`src/rtl/ahb2_pkg.sv`:
```
// Shared AHB2 encodings, response record and master FSM state type.
package ahb2_pkg;

  localparam logic [1:0] HTRANS_IDLE   = 2'b00;
  localparam logic [1:0] HTRANS_NONSEQ = 2'b10;

  localparam logic HRESP_OKAY  = 1'b0;
  localparam logic HRESP_ERROR = 1'b1;

  localparam logic [2:0] HSIZE_WORD    = 3'b010;
  localparam logic [2:0] HBURST_SINGLE = 3'b000;

  // Width of one queued response: write + err + rdata.
  localparam int unsigned RSP_W = 34;

  typedef enum logic {
    ST_RUN,
    ST_ERR2
  } state_e;

  typedef struct packed {
    logic        write;
    logic        err;
    logic [31:0] rdata;
  } rsp_t;

endpackage

```
`src/rtl/ahb2_rsp_fifo.sv`:
```
// Synchronous FIFO holding completed responses until the consumer takes them.
// Push is ignored when full and pop is ignored when empty.
module ahb2_rsp_fifo #(
  parameter int unsigned WIDTH = 34,
  parameter int unsigned DEPTH = 4
) (
  input  logic                           clk,
  input  logic                           rst_n,
  input  logic                           push_i,
  input  logic [WIDTH-1:0]               push_data_i,
  input  logic                           pop_i,
  output logic [WIDTH-1:0]               pop_data_o,
  output logic                           empty_o,
  output logic [$clog2(DEPTH+1)-1:0]     count_o
);

  localparam int unsigned PW = (DEPTH > 1) ? $clog2(DEPTH) : 1;
  localparam int unsigned CW = $clog2(DEPTH+1);

  logic [WIDTH-1:0] mem_q [DEPTH];
  logic [PW-1:0]    wr_ptr_q, rd_ptr_q;
  logic [CW-1:0]    count_q;
  logic             do_push, do_pop;

  assign do_push    = push_i & (count_q != CW'(DEPTH));
  assign do_pop     = pop_i & (count_q != '0);
  assign pop_data_o = mem_q[rd_ptr_q];
  assign empty_o    = (count_q == '0);
  assign count_o    = count_q;

  // Storage array, written at the tail.
  always_ff @(posedge clk) begin
    if (do_push) mem_q[wr_ptr_q] <= push_data_i;
  end

  // Pointer and occupancy bookkeeping with wrap for non-power-of-two depths.
  always_ff @(posedge clk) begin
    if (!rst_n) begin
      wr_ptr_q <= '0;
      rd_ptr_q <= '0;
      count_q  <= '0;
    end else begin
      if (do_push) wr_ptr_q <= (wr_ptr_q == PW'(DEPTH-1)) ? '0 : wr_ptr_q + 1'b1;
      if (do_pop)  rd_ptr_q <= (rd_ptr_q == PW'(DEPTH-1)) ? '0 : rd_ptr_q + 1'b1;
      case ({do_push, do_pop})
        2'b10:   count_q <= count_q + 1'b1;
        2'b01:   count_q <= count_q - 1'b1;
        default: count_q <= count_q;
      endcase
    end
  end

endmodule

```
`src/rtl/ahb2_req_master.sv`:
```
// Single-transfer AHB2 initiator: valid/ready requests in, pipelined NONSEQ
// word transfers out, in-order responses back.
// Optional feature macro: AHB2_MST_RSP_FIFO_EN adds rsp_ready and a
// RSP_DEPTH-entry response FIFO with request back-pressure.
module ahb2_req_master
  import ahb2_pkg::*;
#(
  parameter int unsigned ADDR_WIDTH = 32,
  parameter int unsigned RSP_DEPTH  = 4
) (
  input  logic                  clk,
  input  logic                  rst_n,
  input  logic                  req_valid,
  output logic                  req_ready,
  input  logic                  req_write,
  input  logic [ADDR_WIDTH-1:0] req_addr,
  input  logic [31:0]           req_wdata,
  output logic                  rsp_valid,
`ifdef AHB2_MST_RSP_FIFO_EN
  input  logic                  rsp_ready,
`endif
  output logic                  rsp_write,
  output logic [31:0]           rsp_rdata,
  output logic                  rsp_err,
  output logic [ADDR_WIDTH-1:0] haddr,
  output logic [1:0]            htrans,
  output logic                  hwrite,
  output logic [2:0]            hsize,
  output logic [2:0]            hburst,
  output logic [31:0]           hwdata,
  input  logic [31:0]           hrdata,
  input  logic                  hready,
  input  logic                  hresp
);

  state_e state_q, state_d;

  // Address-phase stage (A) and data-phase stage (D).
  logic                  a_valid_q, a_write_q;
  logic [ADDR_WIDTH-1:0] a_addr_q;
  logic [31:0]           a_wdata_q;
  logic                  d_valid_q, d_write_q;
  logic [31:0]           d_wdata_q;

  logic        advance, cancel, retire, retire_err;
  logic [31:0] retire_rdata;
  logic        req_fire, rsp_credit;
  logic        unused_addr_lsb;

  assign unused_addr_lsb = ^req_addr[1:0];

  // FSM state register.
  always_ff @(posedge clk) begin
    if (!rst_n) state_q <= ST_RUN;
    else        state_q <= state_d;
  end

  // FSM next state: a two-cycle ERROR response parks us in ST_ERR2 for its second cycle.
  always_comb begin
    state_d = state_q;
    case (state_q)
      ST_RUN:  if (d_valid_q && (hresp == HRESP_ERROR) && !hready) state_d = ST_ERR2;
      ST_ERR2: if (hready) state_d = ST_RUN;
      default: state_d = ST_RUN;
    endcase
  end

  // FSM outputs: pipeline advance, retirement and cancellation of the pending address phase.
  always_comb begin
    advance    = 1'b0;
    cancel     = 1'b0;
    retire     = 1'b0;
    retire_err = 1'b0;
    htrans     = HTRANS_IDLE;
    case (state_q)
      ST_RUN: begin
        advance    = hready;
        retire     = hready & d_valid_q;
        retire_err = (hresp == HRESP_ERROR);
        cancel     = d_valid_q & (hresp == HRESP_ERROR) & !hready;
      end
      ST_ERR2: begin
        retire     = hready & d_valid_q;
        retire_err = 1'b1;
        cancel     = 1'b1;
      end
      default: ;
    endcase
    if (a_valid_q && !cancel) htrans = HTRANS_NONSEQ;
    retire_rdata = (d_write_q || retire_err) ? '0 : hrdata;
  end

  assign haddr  = a_addr_q;
  assign hwrite = a_write_q;
  assign hwdata = d_wdata_q;
  assign hsize  = HSIZE_WORD;
  assign hburst = HBURST_SINGLE;

  assign req_ready = rst_n & (!a_valid_q | advance) & rsp_credit;
  assign req_fire  = req_valid & req_ready;

  // Pipeline stages. In ST_ERR2, D retires without A moving, so A is re-issued afterwards.
  always_ff @(posedge clk) begin
    if (!rst_n) begin
      a_valid_q <= 1'b0;
      a_write_q <= 1'b0;
      a_addr_q  <= '0;
      a_wdata_q <= '0;
      d_valid_q <= 1'b0;
      d_write_q <= 1'b0;
      d_wdata_q <= '0;
    end else begin
      if (advance) begin
        d_valid_q <= a_valid_q;
        if (a_valid_q) begin
          d_write_q <= a_write_q;
          d_wdata_q <= a_wdata_q;
        end
      end else if (retire) begin
        d_valid_q <= 1'b0;
      end
      if (req_fire) begin
        a_valid_q <= 1'b1;
        a_write_q <= req_write;
        a_addr_q  <= {req_addr[ADDR_WIDTH-1:2], 2'b00};
        a_wdata_q <= req_wdata;
      end else if (advance) begin
        a_valid_q <= 1'b0;
      end
    end
  end

`ifdef AHB2_MST_RSP_FIFO_EN
  rsp_t                           push_rsp, head_rsp;
  logic                           fifo_empty;
  logic [$clog2(RSP_DEPTH+1)-1:0] fifo_count;

  assign push_rsp = '{write: d_write_q, err: retire_err, rdata: retire_rdata};

  // Everything already in flight is counted so the FIFO can never overflow.
  assign rsp_credit = (32'(fifo_count) + 32'(a_valid_q) + 32'(d_valid_q)) < RSP_DEPTH;

  ahb2_rsp_fifo #(
    .WIDTH (RSP_W),
    .DEPTH (RSP_DEPTH)
  ) u_rsp_fifo (
    .clk         (clk),
    .rst_n       (rst_n),
    .push_i      (retire),
    .push_data_i (push_rsp),
    .pop_i       (rsp_valid & rsp_ready),
    .pop_data_o  (head_rsp),
    .empty_o     (fifo_empty),
    .count_o     (fifo_count)
  );

  assign rsp_valid = !fifo_empty;
  assign rsp_write = head_rsp.write;
  assign rsp_err   = head_rsp.err;
  assign rsp_rdata = head_rsp.rdata;
`else
  localparam int unsigned unused_rsp_depth = RSP_DEPTH;

  logic        rsp_valid_q, rsp_write_q, rsp_err_q;
  logic [31:0] rsp_rdata_q;

  assign rsp_credit = 1'b1;

  // Registered one-cycle response pulse from the retiring data phase.
  always_ff @(posedge clk) begin
    if (!rst_n) begin
      rsp_valid_q <= 1'b0;
      rsp_write_q <= 1'b0;
      rsp_err_q   <= 1'b0;
      rsp_rdata_q <= '0;
    end else begin
      rsp_valid_q <= retire;
      if (retire) begin
        rsp_write_q <= d_write_q;
        rsp_err_q   <= retire_err;
        rsp_rdata_q <= retire_rdata;
      end
    end
  end

  assign rsp_valid = rsp_valid_q;
  assign rsp_write = rsp_write_q;
  assign rsp_err   = rsp_err_q;
  assign rsp_rdata = rsp_rdata_q;
`endif

endmodule
```
`config.mk`:
```
export PLATFORM = sky130hd
export DESIGN_NAME = ahb2_req_master
export DESIGN_NICKNAME = d
export VERILOG_FILES = /design/src/rtl/ahb2_pkg.sv /design/src/rtl/ahb2_rsp_fifo.sv /design/src/rtl/ahb2_req_master.sv
export SDC_FILE = /design/constraint.sdc
export NUM_CORES = 1
export LEC_CHECK = 0
export CORE_MARGIN = 1.5
export CORE_UTILIZATION = 45
export DETAILED_ROUTE_END_ITERATION = 8
export PLACE_DENSITY = 0.83
export SYNTH_ARGS = -nofsm -noshare
export SYNTH_HDL_FRONTEND = slang
export SYNTH_SLANG_ARGS = --single-unit
```
`constraint.sdc`:
```
create_clock -name clk -period 2.9 [get_ports clk]
set_input_delay 0.29 -clock clk [delete_from_list [all_inputs] [get_ports clk]]
set_output_delay 0.29 -clock clk [all_outputs]
set_load 0.02 [all_outputs]
```
# Word level (Yosys, flattened, before mapping)

Cells that the tools add are included.

Muxes and demuxes: 12
Bitwise logic cells: 7
Reduce and logical (&&, ||, !) cells: 10

Operators by type and width:

| kind                                  | count |
|---|---|
| 32-bit two-way mux                    | 1 |
| 1-bit two-way mux                     | 7 |
| 1-bit one-hot mux with 2 select lines | 3 |
| 1-bit bitwise AND                     | 5 |
| 2-bit nonzero test                    | 2 |
| 1-bit logical AND                     | 3 |
| 1-bit logical NOT                     | 3 |
| 2-bit two-way mux                     | 1 |
| 2-bit AND reduction                   | 1 |
| 1-bit logical OR                      | 1 |
| 1-bit NOT                             | 1 |
| 1-bit OR                              | 1 |

Register bits after elaboration: 134
Bits of input ports: 102
Output and inout bits: 109
Word-level logic and storage cells: 41

# Longest topological paths before layout

Word-level depth: 6
Mapped depth: 7
Gate-level depth less buffers: 3

# Worst setup path before layout

OpenSTA, ideal clock, no wires.

Path type: in2out
Start: input rst_n
End: output req_ready
Arrival time: 1.206 ns
Required time: 2.610 ns
Setup slack: 1.404 ns
Stages: 3
Path buffers: 2
Cell sequence: buf_2 clkbuf_1 a21boi_0

Cells in the longest elaborated chain, start to end: 1

Ends and longest elaborated chain:

| item              | RTL line              | source |
|---|---|---|
| from (decl)       | ahb2_req_master.sv:12 | `input logic rst_n,` |
| 1-bit bitwise AND | ahb2_req_master.sv:99 | `assign req_ready = rst_n & (!a_valid_q \| advance) & rsp_credit;` |
| to (decl)         | ahb2_req_master.sv:14 | `output logic req_ready,` |

Every way passes these cells.

# Worst setup path in the final report

Start: input hready
End: output htrans[1]

Cells in the longest elaborated chain, start to end: 6

Ends and longest elaborated chain:

| item                                  | RTL line              | source |
|---|---|---|
| from (decl)                           | ahb2_req_master.sv:32 | `input logic hready,` |
| 1-bit logical NOT                     | ahb2_req_master.sv:80 | `cancel = d_valid_q & (hresp == HRESP_ERROR) & !hready;` |
| 1-bit bitwise AND                     | ahb2_req_master.sv:80 |  |
| 1-bit one-hot mux with 2 select lines | ahb2_req_master.sv:75 | `case (state_q)` |
| 1-bit logical NOT                     | ahb2_req_master.sv:89 | `if (a_valid_q && !cancel) htrans = HTRANS_NONSEQ;` |
| 1-bit logical AND                     | ahb2_req_master.sv:89 |  |
| 2-bit two-way mux                     | ahb2_req_master.sv:89 |  |
| to (decl)                             | ahb2_req_master.sv:26 | `output logic [1:0] htrans,` |

Every way passes these cells.

==> results.sh <==
export IMPL_vias_per_cell=4.88
export IMPL_placed_cell_area_mm2=0.00722
export IMPL_layout_common_cells="clkdlybuf4s50_1, dfxtp_1, nand2_1"
export IMPL_root_buffer="clkbuf_16"
export IMPL_track_usage_pct=21.2
export IMPL_dp_final_hpwl_um=8930
export IMPL_crit_top_cell="clkdlybuf4s50_1"
export IMPL_postLayoutCellArea_mm2=0.00783
export IMPL_antenna_found_initial=0
export IMPL_nets=847
export IMPL_place_port_buffers=199
export IMPL_cts_repair_resized=0
export IMPL_slowest_stage="clkdlybuf4s50_1"
export IMPL_drc=0
export IMPL_drive_above_1_share_pct=5.67
export IMPL_slew_viol_final=0
export IMPL_grt_pass1_wl_um=21100
export IMPL_p_leak_nw=3.37
export IMPL_synthToLayoutAreaGrowth_pct=48.1
export IMPL_ant_nets=0
export IMPL_fp_dieW_um=111
export IMPL_crit_path_max_fanout=9
export IMPL_antenna_cells=0
export IMPL_finalCritPeriodShare_pct=77.8
export IMPL_power_density_mw_per_mm2=594
export IMPL_insertion_delay_ps=410
export IMPL_die_h_um=111
export IMPL_crit_family="buffers and inverters"
export IMPL_rsz0062_at_grt="false"
export IMPL_htree_levels=4
export IMPL_synth_top_area_share_pct=50.8
export IMPL_vias=4395
export IMPL_synth_distinct_cells=25
export IMPL_yosys_warnings=0
export IMPL_place_congestion=0.816
export IMPL_first_global_vias=4390
export IMPL_row_count=39
export IMPL_worst_pin_slew_ps=623
export IMPL_setup_worst_path_class="in -> out"
export IMPL_ios=211
export IMPL_cts_tree="built"
export IMPL_holdCritPathClass="in -> reg"
export IMPL_synthesis_area_mm2=0.00529
export IMPL_skew_ps=7.02
export IMPL_avgSynthCellArea_um2=9.44
export IMPL_dieArea_mm2=0.0124
export IMPL_layout_commonest_cell="clkdlybuf4s50_1"
export IMPL_synth_area_leader_cell="dfxtp_1"
export IMPL_peakVddDrop_v=0.000507
export IMPL_finalSetupViolations=0
export IMPL_status="completed"
export IMPL_crit_chain="clkdlybuf4s50_1, inv_1, a311oi_1, clkdlybuf4s50_1"
export IMPL_required_ps=2610
export IMPL_max_freq_mhz=443
export IMPL_endpoint_kind="output pin"
export IMPL_synth_cells=560
export IMPL_cp_start_kind="input port"
export IMPL_cts_setup_buffers=0
export IMPL_maxCapViolCount=0
export IMPL_wl_um=12800
export IMPL_worstPathBufferInverterCount=3
export IMPL_cts_buffers_inserted=17
export IMPL_ys_ff_latch=134
export IMPL_globalRoute_totalOverflow=0
export IMPL_min_period_ps=2260
export IMPL_drt_initial_drc_count=219
export IMPL_yosys_top_cells_area="dfxtp_1, mux2i_1, nand2_1, a32oi_1, a21boi_0"
export IMPL_ctsHoldBuffers=0
export IMPL_ys_seq_area_share_pct=50.8
export IMPL_clockBufferDepth=2
export IMPL_tns_ps=0
export IMPL_slew_headroom_pct=58.4
export IMPL_clock_sinks=134
export IMPL_dr_pass1_iters=4
export IMPL_finalHoldViolations=0
export IMPL_core_area_mm2=0.0114
export IMPL_critPathMaxStageDelay_ps=660
export IMPL_grt_max_degree=70
export IMPL_wl_per_cell_um=14.2
export IMPL_clkTransAtPathRegs_ps=50
export IMPL_cp_data_arrival_time_ps=1970
export IMPL_initial_utilization_pct=46.3
## power breakdown
group          switching (mW)  total [mW]  leakage, nW  internal (mW)
Combinational           0.247       0.535         1.98          0.288
Clock                   0.742        2.14        0.299           1.40
Sequential             0.0449        1.97         1.09           1.93
## through the flow
| step | power, mW | setup WS, ps | instances | utilization [%] | hold slack [ps] |
|---|---|---|---|---|---|
| final | 4.65 | 643 | 901 | 68.6 | 297 |
| after global routing | 4.84 | 495 | 901 | 68.6 | 288 |
| after CTS | 4.71 | 644 | 901 | 68.6 | 279 |
| after detailed placement | 2.55 | 643 | 869 | 63.2 | 451 |
| after global placement | 2.53 | 629 | 869 | 63.2 | 443 |
| after floorplan | 2.29 | 1400 | 567 | - | 422 |
## registers in the layout (all words and copies together) (netlist names), 30 cells and up
register and cells:
a_wdata_q 32, hwdata 32, rsp_rdata 32, haddr 30
## final cells by class
class,instances,area [um^2]
fill,873,3590
clock buffer,25,515
multi-input combinational,319,2050
tap,143,179
inverter,65,244
timing repair buffer,208,2070
sequential,134,2680
clock inverter,7,91.3
## logic make-up (layout without fill, tap and decap cells)
family	count (synthesis)	count (layout)	share of synthesized area [%]
simple gates	174	174	14.7
mux	63	63	11.9
compound gates	73	73	11.2
flops	134	134	50.8
other cells	2	9	0.142
buf+inv	114	305	11.3
## cell usage after synthesis
cell,n
nor3b_2,1
buf_2,12
and3_1,1
inv_1,65
buf_4,9
nor2b_1,34
o211ai_2,1
nand3b_1,1
a21boi_0,35
o311a_1,1
conb_1,2
buf_6,3
dfxtp_1,134
a21oi_1,3
nand3_1,1
nand2b_1,2
a311oi_1,1
clkbuf_1,19
buf_12,6
and3b_1,1
mux2i_1,63
nand2_1,131
a32oi_1,32
nor3b_1,1
nor2b_4,1
## path summary, 6_finish.rpt
path	depth (start not counted)	from	end	slack (ps)
max	4	hready	htrans[1]	640
max reg2reg	4	state_q	haddr[30]	1330
min	3	rst_n	a_wdata_q[18]	300
min reg2reg	2	a_wdata_q[16]	a_wdata_q[16]	450
## per-layer routing
layer / vias to the layer above / track usage [%] / routed length (um)
li1: 2161 / - / -
met4: 0 / 9.45 / 247
met3: 21 / 8.22 / 1090
met1: 2037 / 23.5 / 5220
met2: 176 / 36.2 / 6270
met5: - / 0 / 0
## tightest hold or removal path: stages
cell      delay [ps]
buf_4            130
o211ai_4         140
mux2i_1           90
No activity file was read; power rests on OpenSTA's default activity.
